$ cat src/rtl/bus_command_controller_pkg.sv
// Shared types for the bus command controller: CPU status codes, sequencer
// states and the mapping from a latched cycle type to its command strobe.
package bus_command_controller_pkg;

  typedef enum logic [2:0] {
    STATUS_INTA       = 3'b000,
    STATUS_IO_READ    = 3'b001,
    STATUS_IO_WRITE   = 3'b010,
    STATUS_HALT       = 3'b011,
    STATUS_CODE_FETCH = 3'b100,
    STATUS_MEM_READ   = 3'b101,
    STATUS_MEM_WRITE  = 3'b110,
    STATUS_PASSIVE    = 3'b111
  } status_e;

  typedef enum logic [2:0] {
    ST_IDLE = 3'd0,
    ST_T1   = 3'd1,
    ST_T2   = 3'd2,
    ST_T3   = 3'd3,
    ST_TW   = 3'd4,
    ST_T4   = 3'd5,
    ST_HALT = 3'd6
  } state_e;

  // Strobe vector order: {memory_read_n, memory_write_n, io_read_n, io_write_n, interrupt_acknowledge_n}
  localparam logic [4:0] STROBE_NONE      = 5'b11111;
  localparam logic [4:0] STROBE_MEM_READ  = 5'b01111;
  localparam logic [4:0] STROBE_MEM_WRITE = 5'b10111;
  localparam logic [4:0] STROBE_IO_READ   = 5'b11011;
  localparam logic [4:0] STROBE_IO_WRITE  = 5'b11101;
  localparam logic [4:0] STROBE_INTA      = 5'b11110;

  function automatic logic [4:0] strobe_for(status_e cycle_type);
    case (cycle_type)
      STATUS_INTA:       return STROBE_INTA;
      STATUS_IO_READ:    return STROBE_IO_READ;
      STATUS_IO_WRITE:   return STROBE_IO_WRITE;
      STATUS_CODE_FETCH: return STROBE_MEM_READ;
      STATUS_MEM_READ:   return STROBE_MEM_READ;
      STATUS_MEM_WRITE:  return STROBE_MEM_WRITE;
      default:           return STROBE_NONE;
    endcase
  endfunction

  // Only writes drive the data buffers outward; reads, fetches and INTA receive.
  function automatic logic is_transmit(status_e cycle_type);
    case (cycle_type)
      STATUS_INTA, STATUS_IO_READ, STATUS_CODE_FETCH, STATUS_MEM_READ: return 1'b0;
      default: return 1'b1;
    endcase
  endfunction

endpackage

$ cat src/rtl/bus_command_controller_if.sv
// CPU-status inputs and command/buffer-control outputs of the bus command controller.
interface bus_command_controller_if;
  logic [2:0] processor_status;
  logic       processor_ready;
  logic       address_enable;
  logic       address_latch_enable;
  logic       data_transmit_receive_n;
  logic       data_enable;
  logic       memory_read_n;
  logic       memory_write_n;
  logic       io_read_n;
  logic       io_write_n;
  logic       interrupt_acknowledge_n;
  logic       bus_cycle_active;

  modport master (
    input  processor_status, processor_ready, address_enable,
    output address_latch_enable, data_transmit_receive_n, data_enable,
           memory_read_n, memory_write_n, io_read_n, io_write_n,
           interrupt_acknowledge_n, bus_cycle_active
  );

  modport slave (
    output processor_status, processor_ready, address_enable,
    input  address_latch_enable, data_transmit_receive_n, data_enable,
           memory_read_n, memory_write_n, io_read_n, io_write_n,
           interrupt_acknowledge_n, bus_cycle_active
  );
endinterface

$ cat src/rtl/bus_command_controller_decoder.sv
// Purely combinational classification of the raw CPU status lines.
module bus_status_decoder
  import bus_command_controller_pkg::*;
(
  input  logic [2:0] status,
  output status_e    cycle_type,
  output logic       is_passive,
  output logic       is_halt,
  output logic       direction
);

  assign cycle_type = status_e'(status);
  assign is_passive = (cycle_type == STATUS_PASSIVE);
  assign is_halt    = (cycle_type == STATUS_HALT);
  assign direction  = is_transmit(cycle_type);

endmodule

$ cat src/rtl/bus_command_controller.sv
// Bus command controller: sequences T1..T4 (plus wait states) from CPU status
// and produces registered command strobes, ALE and data-buffer controls.
module bus_command_controller
  import bus_command_controller_pkg::*;
(
  input logic clock,
  input logic reset,
  bus_command_controller_if.master bus
);

  state_e     state, next_state;
  status_e    cycle_type, next_cycle_type;
  logic       cycle_direction, next_direction;
  status_e    decoded_type;
  logic       decoded_passive, decoded_halt, decoded_direction;
  logic       strobe_window, data_window, active_window;
  logic [4:0] strobe_q;
  logic       ale_q, data_enable_q, dtr_q, active_q;

  bus_status_decoder u_decoder (
    .status     (bus.processor_status),
    .cycle_type (decoded_type),
    .is_passive (decoded_passive),
    .is_halt    (decoded_halt),
    .direction  (decoded_direction)
  );

  // T4 samples status exactly like IDLE so back-to-back cycles need no idle clock.
  always_comb begin
    next_state      = state;
    next_cycle_type = cycle_type;
    next_direction  = cycle_direction;
    case (state)
      ST_IDLE, ST_T4: begin
        if (decoded_halt) begin
          next_state = ST_HALT;
        end else if (decoded_passive) begin
          next_state = ST_IDLE;
        end else begin
          next_state      = ST_T1;
          next_cycle_type = decoded_type;
          next_direction  = decoded_direction;
        end
      end
      ST_T1:   next_state = ST_T2;
      ST_T2:   next_state = ST_T3;
      ST_T3:   next_state = bus.processor_ready ? ST_T4 : ST_TW;
      ST_TW:   next_state = bus.processor_ready ? ST_T4 : ST_TW;
      ST_HALT: next_state = decoded_passive ? ST_IDLE : ST_HALT;
      default: next_state = ST_IDLE;
    endcase

    strobe_window = (next_state == ST_T2) || (next_state == ST_T3) || (next_state == ST_TW);
    data_window   = strobe_window || (next_state == ST_T4);
    active_window = data_window || (next_state == ST_T1);
  end

  // Outputs are registered from the next state so every strobe edge is glitch-free.
  always_ff @(posedge clock) begin
    if (reset) begin
      state           <= ST_IDLE;
      cycle_type      <= STATUS_PASSIVE;
      cycle_direction <= 1'b1;
      strobe_q        <= STROBE_NONE;
      ale_q           <= 1'b0;
      data_enable_q   <= 1'b0;
      dtr_q           <= 1'b1;
      active_q        <= 1'b0;
    end else begin
      state           <= next_state;
      cycle_type      <= next_cycle_type;
      cycle_direction <= next_direction;
      strobe_q        <= strobe_window ? strobe_for(next_cycle_type) : STROBE_NONE;
      ale_q           <= (next_state == ST_T1);
      data_enable_q   <= data_window;
      dtr_q           <= active_window ? next_direction : 1'b1;
      active_q        <= active_window;
    end
  end

  assign bus.address_latch_enable    = ale_q;
  assign bus.data_transmit_receive_n = dtr_q;
  assign bus.data_enable             = data_enable_q;
  assign bus.bus_cycle_active        = active_q;

  // DMA ownership masks the strobes without disturbing the sequencer.
  assign bus.memory_read_n           = strobe_q[4] | bus.address_enable;
  assign bus.memory_write_n          = strobe_q[3] | bus.address_enable;
  assign bus.io_read_n               = strobe_q[2] | bus.address_enable;
  assign bus.io_write_n              = strobe_q[1] | bus.address_enable;
  assign bus.interrupt_acknowledge_n = strobe_q[0] | bus.address_enable;

endmodule

$ cat src/flat_wrapper.sv
// flat-port wrapper written by rule: the top's interface ports become plain ports
module bus_command_controller_flat import bus_command_controller_pkg::*;
  (clock, reset, bus_processor_status, bus_processor_ready, bus_address_enable, bus_address_latch_enable, bus_data_transmit_receive_n, bus_data_enable, bus_memory_read_n, bus_memory_write_n, bus_io_read_n, bus_io_write_n, bus_interrupt_acknowledge_n, bus_bus_cycle_active);
  bus_command_controller_if bus_i ();
  input logic clock;
  input logic reset;
  input wire logic [$bits(bus_i.processor_status)-1:0] bus_processor_status;
  input wire logic [$bits(bus_i.processor_ready)-1:0] bus_processor_ready;
  input wire logic [$bits(bus_i.address_enable)-1:0] bus_address_enable;
  output wire logic [$bits(bus_i.address_latch_enable)-1:0] bus_address_latch_enable;
  output wire logic [$bits(bus_i.data_transmit_receive_n)-1:0] bus_data_transmit_receive_n;
  output wire logic [$bits(bus_i.data_enable)-1:0] bus_data_enable;
  output wire logic [$bits(bus_i.memory_read_n)-1:0] bus_memory_read_n;
  output wire logic [$bits(bus_i.memory_write_n)-1:0] bus_memory_write_n;
  output wire logic [$bits(bus_i.io_read_n)-1:0] bus_io_read_n;
  output wire logic [$bits(bus_i.io_write_n)-1:0] bus_io_write_n;
  output wire logic [$bits(bus_i.interrupt_acknowledge_n)-1:0] bus_interrupt_acknowledge_n;
  output wire logic [$bits(bus_i.bus_cycle_active)-1:0] bus_bus_cycle_active;
  assign bus_i.processor_status = bus_processor_status;
  assign bus_i.processor_ready = bus_processor_ready;
  assign bus_i.address_enable = bus_address_enable;
  assign bus_address_latch_enable = bus_i.address_latch_enable;
  assign bus_data_transmit_receive_n = bus_i.data_transmit_receive_n;
  assign bus_data_enable = bus_i.data_enable;
  assign bus_memory_read_n = bus_i.memory_read_n;
  assign bus_memory_write_n = bus_i.memory_write_n;
  assign bus_io_read_n = bus_i.io_read_n;
  assign bus_io_write_n = bus_i.io_write_n;
  assign bus_interrupt_acknowledge_n = bus_i.interrupt_acknowledge_n;
  assign bus_bus_cycle_active = bus_i.bus_cycle_active;
  bus_command_controller u_core (.clock(clock), .reset(reset), .bus(bus_i));
endmodule
$ cat config.mk
export PLATFORM = sky130hd
export DESIGN_NAME = bus_command_controller_flat
export DESIGN_NICKNAME = d
export VERILOG_FILES = /design/src/rtl/bus_command_controller_pkg.sv /design/src/rtl/bus_command_controller_if.sv /design/src/rtl/bus_command_controller_decoder.sv /design/src/rtl/bus_command_controller.sv /design/src/flat_wrapper.sv
export SDC_FILE = /design/constraint.sdc
export NUM_CORES = 1
export LEC_CHECK = 0
export CORE_MARGIN = 5
export CORE_UTILIZATION = 45
export DETAILED_ROUTE_END_ITERATION = 8
export PLACE_DENSITY = 0.7
export SLEW_MARGIN = 15
export SYNTH_ARGS = -nofsm -noshare
export SYNTH_HDL_FRONTEND = slang
export SYNTH_SLANG_ARGS = --single-unit
$ cat constraint.sdc
create_clock -name clock -period 1.82 [get_ports clock]
set_clock_uncertainty 0.15 [all_clocks]
set_input_delay 0.364 -clock clock [delete_from_list [all_inputs] [get_ports clock]]
set_output_delay 0.364 -clock clock [all_outputs]
set_load 0.02 [all_outputs]
==> results of run 1 <==
[critical path, cell delays in order]
cell             delay (ns)
clkdlybuf4s50_1        0.41
and2_2                 0.22
or4b_4                 0.51
a21oi_1                0.18
nand2_1                0.08
[power groups by stage]
| stage | Combinational (mW) | Clock [mW] | Sequential [mW] |
|---|---|---|---|
| 6_report | 0.535 | 0.234 | 0.474 |
| 5_1_grt | 0.594 | 0.260 | 0.487 |
| 4_1_cts | 0.522 | 0.237 | 0.474 |
| 3_5_place_dp | 0.525 | 0 | 0.483 |
| 3_3_place_gp | 0.515 | 0 | 0.479 |
| 2_1_floorplan | 0.313 | 0 | 0.493 |
[layout make-up]
class	instances	area, sq um	area share (%)
inverters	5	18.8	1.86
flip-flops and latches	16	322	31.9
clock buffers	4	36.3	3.60
repair buffers	26	210	20.8
well taps	16	20.0	1.99
multi-input cells	66	402	39.8
[metrics by stage]
stage	power [mW]	setup slack [ns]	setup TNS [ns]	area, sq um
detailed placement	1.01	-0.355	-3.13	990
floorplan	0.806	0.266	0	752
finish	1.24	0.0795	0	1010
global route	1.34	0.00220	0	1010
CTS	1.23	0.0242	0	1000
global placement	0.994	-0.344	-2.88	990
[flip-flops by register name, indices dropped and copies added (netlist names)]
signal	flops
u_core.state	3
u_core.strobe_q	5
u_core.cycle_direction	1
u_core.cycle_type	3
u_core.bus.address_latch_enable	1
u_core.bus.data_enable	1
u_core.bus.data_transmit_receive_n	1
u_core.bus.bus_cycle_active	1
[worst max path at each step]
stage	startpoint	to	slack, ns
after floorplan	bus_processor_status[1]	u_core.strobe_q[4]	0.27
after global placement	bus_address_enable	bus_io_read_n	-0.34
after detailed placement	bus_address_enable	bus_interrupt_acknowledge_n	-0.35
after CTS	bus_address_enable	bus_memory_read_n	0.02
after global routing	bus_processor_status[1]	u_core.strobe_q[3]	0.002
final	bus_processor_status[1]	u_core.strobe_q[3]	0.08
[layer usage]
layer	up-vias	part of all wire (%)	track usage, %	routed length (um)
li1	369	-	-	-
met1	311	45	19.4	784
met2	27	48	22.3	847
met3	0	6.7	4.36	118
met4	0	0	3.83	0
met5	-	0	0	0
[cells in the mapped netlist (all sizes together)]
cell type	n
nand3b	1
dfxtp	16
nand2b	2
o21a	1
o31ai	2
and2	3
buf	3
nor2b	3
nand2	10
maj3	1
nor3b	2
or2	5
a31oi	2
or4b	1
xor2	2
or3	2
nor2	3
o2111ai	1
o221ai	1
o21ai	7
o211ai	1
a21oi	8
a221oi	1
nand3	2
inv	5
and3	3
nor3	1
nand4	1
[kinds of logic (layout without fill, tap and decap cells)]
group                      after synthesis  after routing  share of synthesized area, %
AOI/OAI and AO/OA                       24             24                          19.1
xor gates and xnor gates                 2              2                          2.33
adders and majority gates                1              1                          1.33
buffers and inverters                    8             35                          4.49
DFF                                     16             16                          42.6
and+or+nand+nor                         39             39                          30.1
==> flow_metrics.tcl, run 1 <==
set metrics [dict create \
    run_status "finished clean" \
    port-buffer-count 15 \
    rows 14 \
    intPower_mw 0.798 \
    endpoint_kind "flop" \
    synth_area_sq_um 752 \
    switching_share_pct 35.8 \
    hold_viol 0 \
    required_ns 1.84 \
    htreeDepth 1 \
    hold_depth 1 \
    grt_pass1_wl_um 2940 \
    ys_seq_elements 16 \
    dr.pass1.iters 4 \
    antenna_found_initial 0 \
    diodes 0 \
    comb_power_share_pct 43.0 \
    synthToLayoutAreaGrowth_pct 34.1 \
    syn-instance-count 90 \
    ys_seq_area_share_pct 42.6 \
    synth_top_cell_by_area "dfxtp_1" \
    dp_hpwl_um 1290 \
    grt_remaining_overflow 0 \
    maxCapViolCount 0 \
    cts-root-buf "clkbuf_4" \
    dr_total_vias 707 \
    fill_cells 143 \
    final_cells 133 \
    place_congestion 0.853 \
    synth.avg_cell_area_sq_um 8.36 \
    grt_start_max_net_pins 16 \
    numCtsBuffers 3 \
    wl_per_cell_um 13.2 \
    postRouteAntennaNets 0 \
    worstHoldEndpoint "u_core.strobe_q[2]" \
    cts_sinks 16 \
    period_needed_ns 1.74 \
    start_util_pct 48.8 \
    io-pin-count 16 \
    post-place-cells 129 \
    clkLatencyLatePin_ns 0.28 \
    hold_slack_ns 0.385 \
    critical_path_class "in2reg" \
    cts_hold_buf 0 \
    synth_area_leaders "dfxtp_1, a21oi_1, nand2_1" \
    r2r_start "u_core.state[2]" \
    worstMarginPinSlew_ns 0.476 \
    hold_start "u_core.cycle_type[0]" \
    grt_pass1_vias 661 \
    clock.fmax_ghz 0.575 \
    initialDrtViolationCount 11 \
    relSlewSlack_pct 68.3 \
    sequentialPowerShare_pct 38.2 \
    slew_viol_final 0 \
    rsz0062_at_grt "false" \
    setup_viol 0 \
    yosysUniqueCellTypes 31 \
    yosysWarnings 0 \
    power.share.clock_pct 18.8 \
    layout_commonest_cell "dfxtp_1" \
    r2r_slack_ns 0.24 \
    synth_top_cell_area_share_pct 42.6 \
    p_switching_mw 0.445 \
    cts.repair.resized 20 \
    rr_endpoint "u_core.strobe_q[2]" \
    drc 0 \
    syn-num-nets 97 \
    r2r_cells 4 \
    hold_class "reg2reg" \
    vdd_drop_max_mv 0.638 \
    final_cell_mix "dfxtp_1, buf_4, nand2_1" \
    arrival_ns 1.76 \
    core_sq_um 1540 \
    wirelength_um 1750 \
    die_w_um 50.9 \
    final_util_pct 65.4 \
    startpoint_type "input port" \
    power_leakage_nw 0.413 \
    min_period_over_period_pct 95.6 \
    cts_tree "built" \
    clk_pin_slew_ns 0.10 \
    post-cts-setup-buffer-count 0 \
    crit_path_max_fanout 3 \
    p_per_area_nw_per_um2 1230 \
    via_per_inst 5.32 \
    finish.net_count 125 \
    clockBufferDepth 2 \
    fp.dieH_um 50.9 \
    drive_above_1_share_pct 26.5 \
    die_area_sq_um 2590 \
    grt_usage_pct 14.4 \
]
Note: power is estimated with default switching activity, not from simulation.
==> run 2: changes to the inputs <==
ABC_AREA = 0   (was default)
==> results of run 2 <==
No change in the layout: final DEF, timing and power equal those of run 1.
==> run 3: changes to the inputs <==
CORE_MARGIN = 2   (was 5)
==> run 3 against run 2 <==
  * Worst hold slack gained 0.0078 ns
  * Global-route usage up 5.0 points
  * Critical endpoint is now u_core.strobe_q[2]
  * Critical path depth is the same
  * Final area is 1.7% lower
  * Register-to-register slack got worse by 0.05 ns
  * Flip-flop and latch count unchanged
  * Critical path type unchanged
  * Routed wire length fell by 2.4%
  * Via count rose by 3.7%
  * Clock-buffer cell count decreased by 1
==> flow_metrics.tcl, run 3 (synthesis results as in run 1) <==
set metrics [dict create \
    startpoint "bus_processor_status[1]" \
    clock.fmax_ghz 0.577 \
    critPathTopFamily "simple AND/OR/NAND/NOR gates" \
    synthToLayoutAreaGrowth_pct 31.8 \
    grt_usage_pct 19.4 \
    ff_latch_area_sq_um 322 \
    antenna_found_initial 0 \
    clkLatencyLatePin_ns 0.28 \
    largest_register_ffs 5 \
    critical_path.max_stage_delay_ns 0.52 \
    die_area_sq_um 2010 \
    power.total_mw 1.18 \
    rr_endpoint "u_core.strobe_q[0]" \
    clk_pin_slew_ns 0.09 \
    core_sq_um 1540 \
    post-cts-setup-buffer-count 0 \
    top_register "u_core.strobe_q" \
    arrival_ns 1.78 \
    intPower_mw 0.750 \
    hold_start "u_core.cycle_direction" \
    dr_total_vias 733 \
    fin_area_sq_um 991 \
    die_w_um 44.9 \
    cts_sinks 16 \
    post-place-cells 129 \
    fill_cells 142 \
    rsz0062_at_grt "false" \
    startpoint_type "input port" \
    r2r_cells 5 \
    grt_remaining_overflow 0 \
    drive_above_1_share_pct 25.0 \
    placed_area_sq_um 990 \
    dp_hpwl_um 1260 \
    start_util_pct 48.8 \
    dr.pass1.iters 4 \
    io-pin-count 16 \
    worstMarginPinSlew_ns 0.429 \
    rows 14 \
    maxCapViolCount 0 \
    cts_tree "built" \
    required_ns 1.87 \
    critical_path_class "in2reg" \
    vdd_drop_max_mv 0.628 \
    hold_class "reg2reg" \
    grt_pass1_vias 683 \
    period_needed_ns 1.73 \
    sequentialPowerShare_pct 40.4 \
    crit_path_max_fanout 4 \
    comb_power_share_pct 44.2 \
    worstHoldEndpoint "u_core.cycle_direction" \
    min_period_over_period_pct 95.3 \
    port-buffer-count 15 \
    power.share.clock_pct 15.4 \
    clockBufferDepth 2 \
    hold_viol 0 \
    place_congestion 0.844 \
    wl_per_cell_um 12.9 \
    final_cell_mix "dfxtp_1, buf_4, nand2_1" \
    final_cells 132 \
    pre_cts_slack_ns -0.370 \
    slew_viol_final 0 \
    r2r_slack_ns 0.19 \
    power_leakage_nw 0.406 \
    r2r_start "u_core.state[2]" \
    reg.largest.list "u_core.strobe_q: 5 flops, u_core.cycle_type: 3 flops, u_core.state: 3 flops" \
    crit_path_cell_trace "clkdlybuf4s50_1 > and2_2 > or4b_4 > and3_4 > o2111ai_1" \
    switching_share_pct 36.5 \
    run_status "finished clean" \
    p_switching_mw 0.431 \
    grt_pass1_wl_um 2840 \
    via_per_inst 5.55 \
    multi_input_area_sq_um 398 \
    fp.dieH_um 44.9 \
    hold_depth 2 \
    drc 0 \
    relSlewSlack_pct 71.3 \
    cts-root-buf "clkbuf_4" \
    numCtsBuffers 3 \
    wirelength_um 1710 \
    grt_start_max_net_pins 16 \
    setup_viol 0 \
    cp_slowest_cell "or4b_4" \
    cp.buffers_inverters 1 \
    diodes 0 \
    postRouteAntennaNets 0 \
    setup_ws_ns 0.0862 \
    final_util_pct 64.3 \
    p_per_area_nw_per_um2 1190 \
    htreeDepth 1 \
    endpoint_kind "flop" \
    finish.net_count 125 \
    layout_commonest_cell "dfxtp_1" \
    cts_hold_buf 0 \
    initialDrtViolationCount 14 \
]
## run 3: cell types whose count changed in the layout (fill, tap and decap cells not counted)
cell      before  now
clkbuf_8       1    0
a21oi_1        7    8
a21oi_2        1    0
## run 3: tightest hold or removal path, cell delays in order (launching register included)
cell,delay [ns]
dfxtp_1,0.32
nor2b_1,0.05
o21ai_0,0.14
## run 3: area by class of cell
type                       instances  share of cell area [%]
timing repair buffer              26                    21.2
multi-input combinational         66                    40.2
clock buffer                       3                    2.27
tap                               16                    2.02
inverter                           5                    1.89
sequential                        16                    32.4
## run 3: worst max-delay path by stage
stage	slack [ns]	cells past startpoint	endpoint
after floorplan	0.27	4	u_core.strobe_q[4]
after global placement	-0.34	3	bus_io_read_n
after detailed placement	-0.37	3	bus_interrupt_acknowledge_n
after CTS	0.01	3	bus_interrupt_acknowledge_n
after global routing	0.02	5	u_core.strobe_q[2]
final	0.09	5	u_core.strobe_q[2]
## run 3: power by group through the flow
stage               Sequential [mW]  Combinational (mW)  Clock [mW]
global route                  0.485               0.582       0.202
global placement              0.479               0.514           0
finish                        0.477               0.522       0.182
floorplan                     0.493               0.313           0
CTS                           0.474               0.524       0.183
detailed placement            0.483               0.527           0
## run 3: what timing repair did
action	in CTS	in global routing
gates cloned	0	0
setup endpoints to repair	5	6
gates resized for setup	20	2
hold endpoints to repair	0	0
## run 3: per-layer routing
metal  vias to the layer above  GRT usage [%]  routed length, um
met5                         -              0                  0
met4                         0           8.82                 13
met3                         2           3.60                106
met2                        31           30.7                764
met1                       325           25.7                823
li1                        375              -                  -
## run 3: stage by stage
step	hold WS (ns)	TNS, ns
global placement	0.340	-2.87
floorplan	0.291	0
CTS	0.389	0
finish	0.393	0
global route	0.440	0
detailed placement	0.355	-3.23
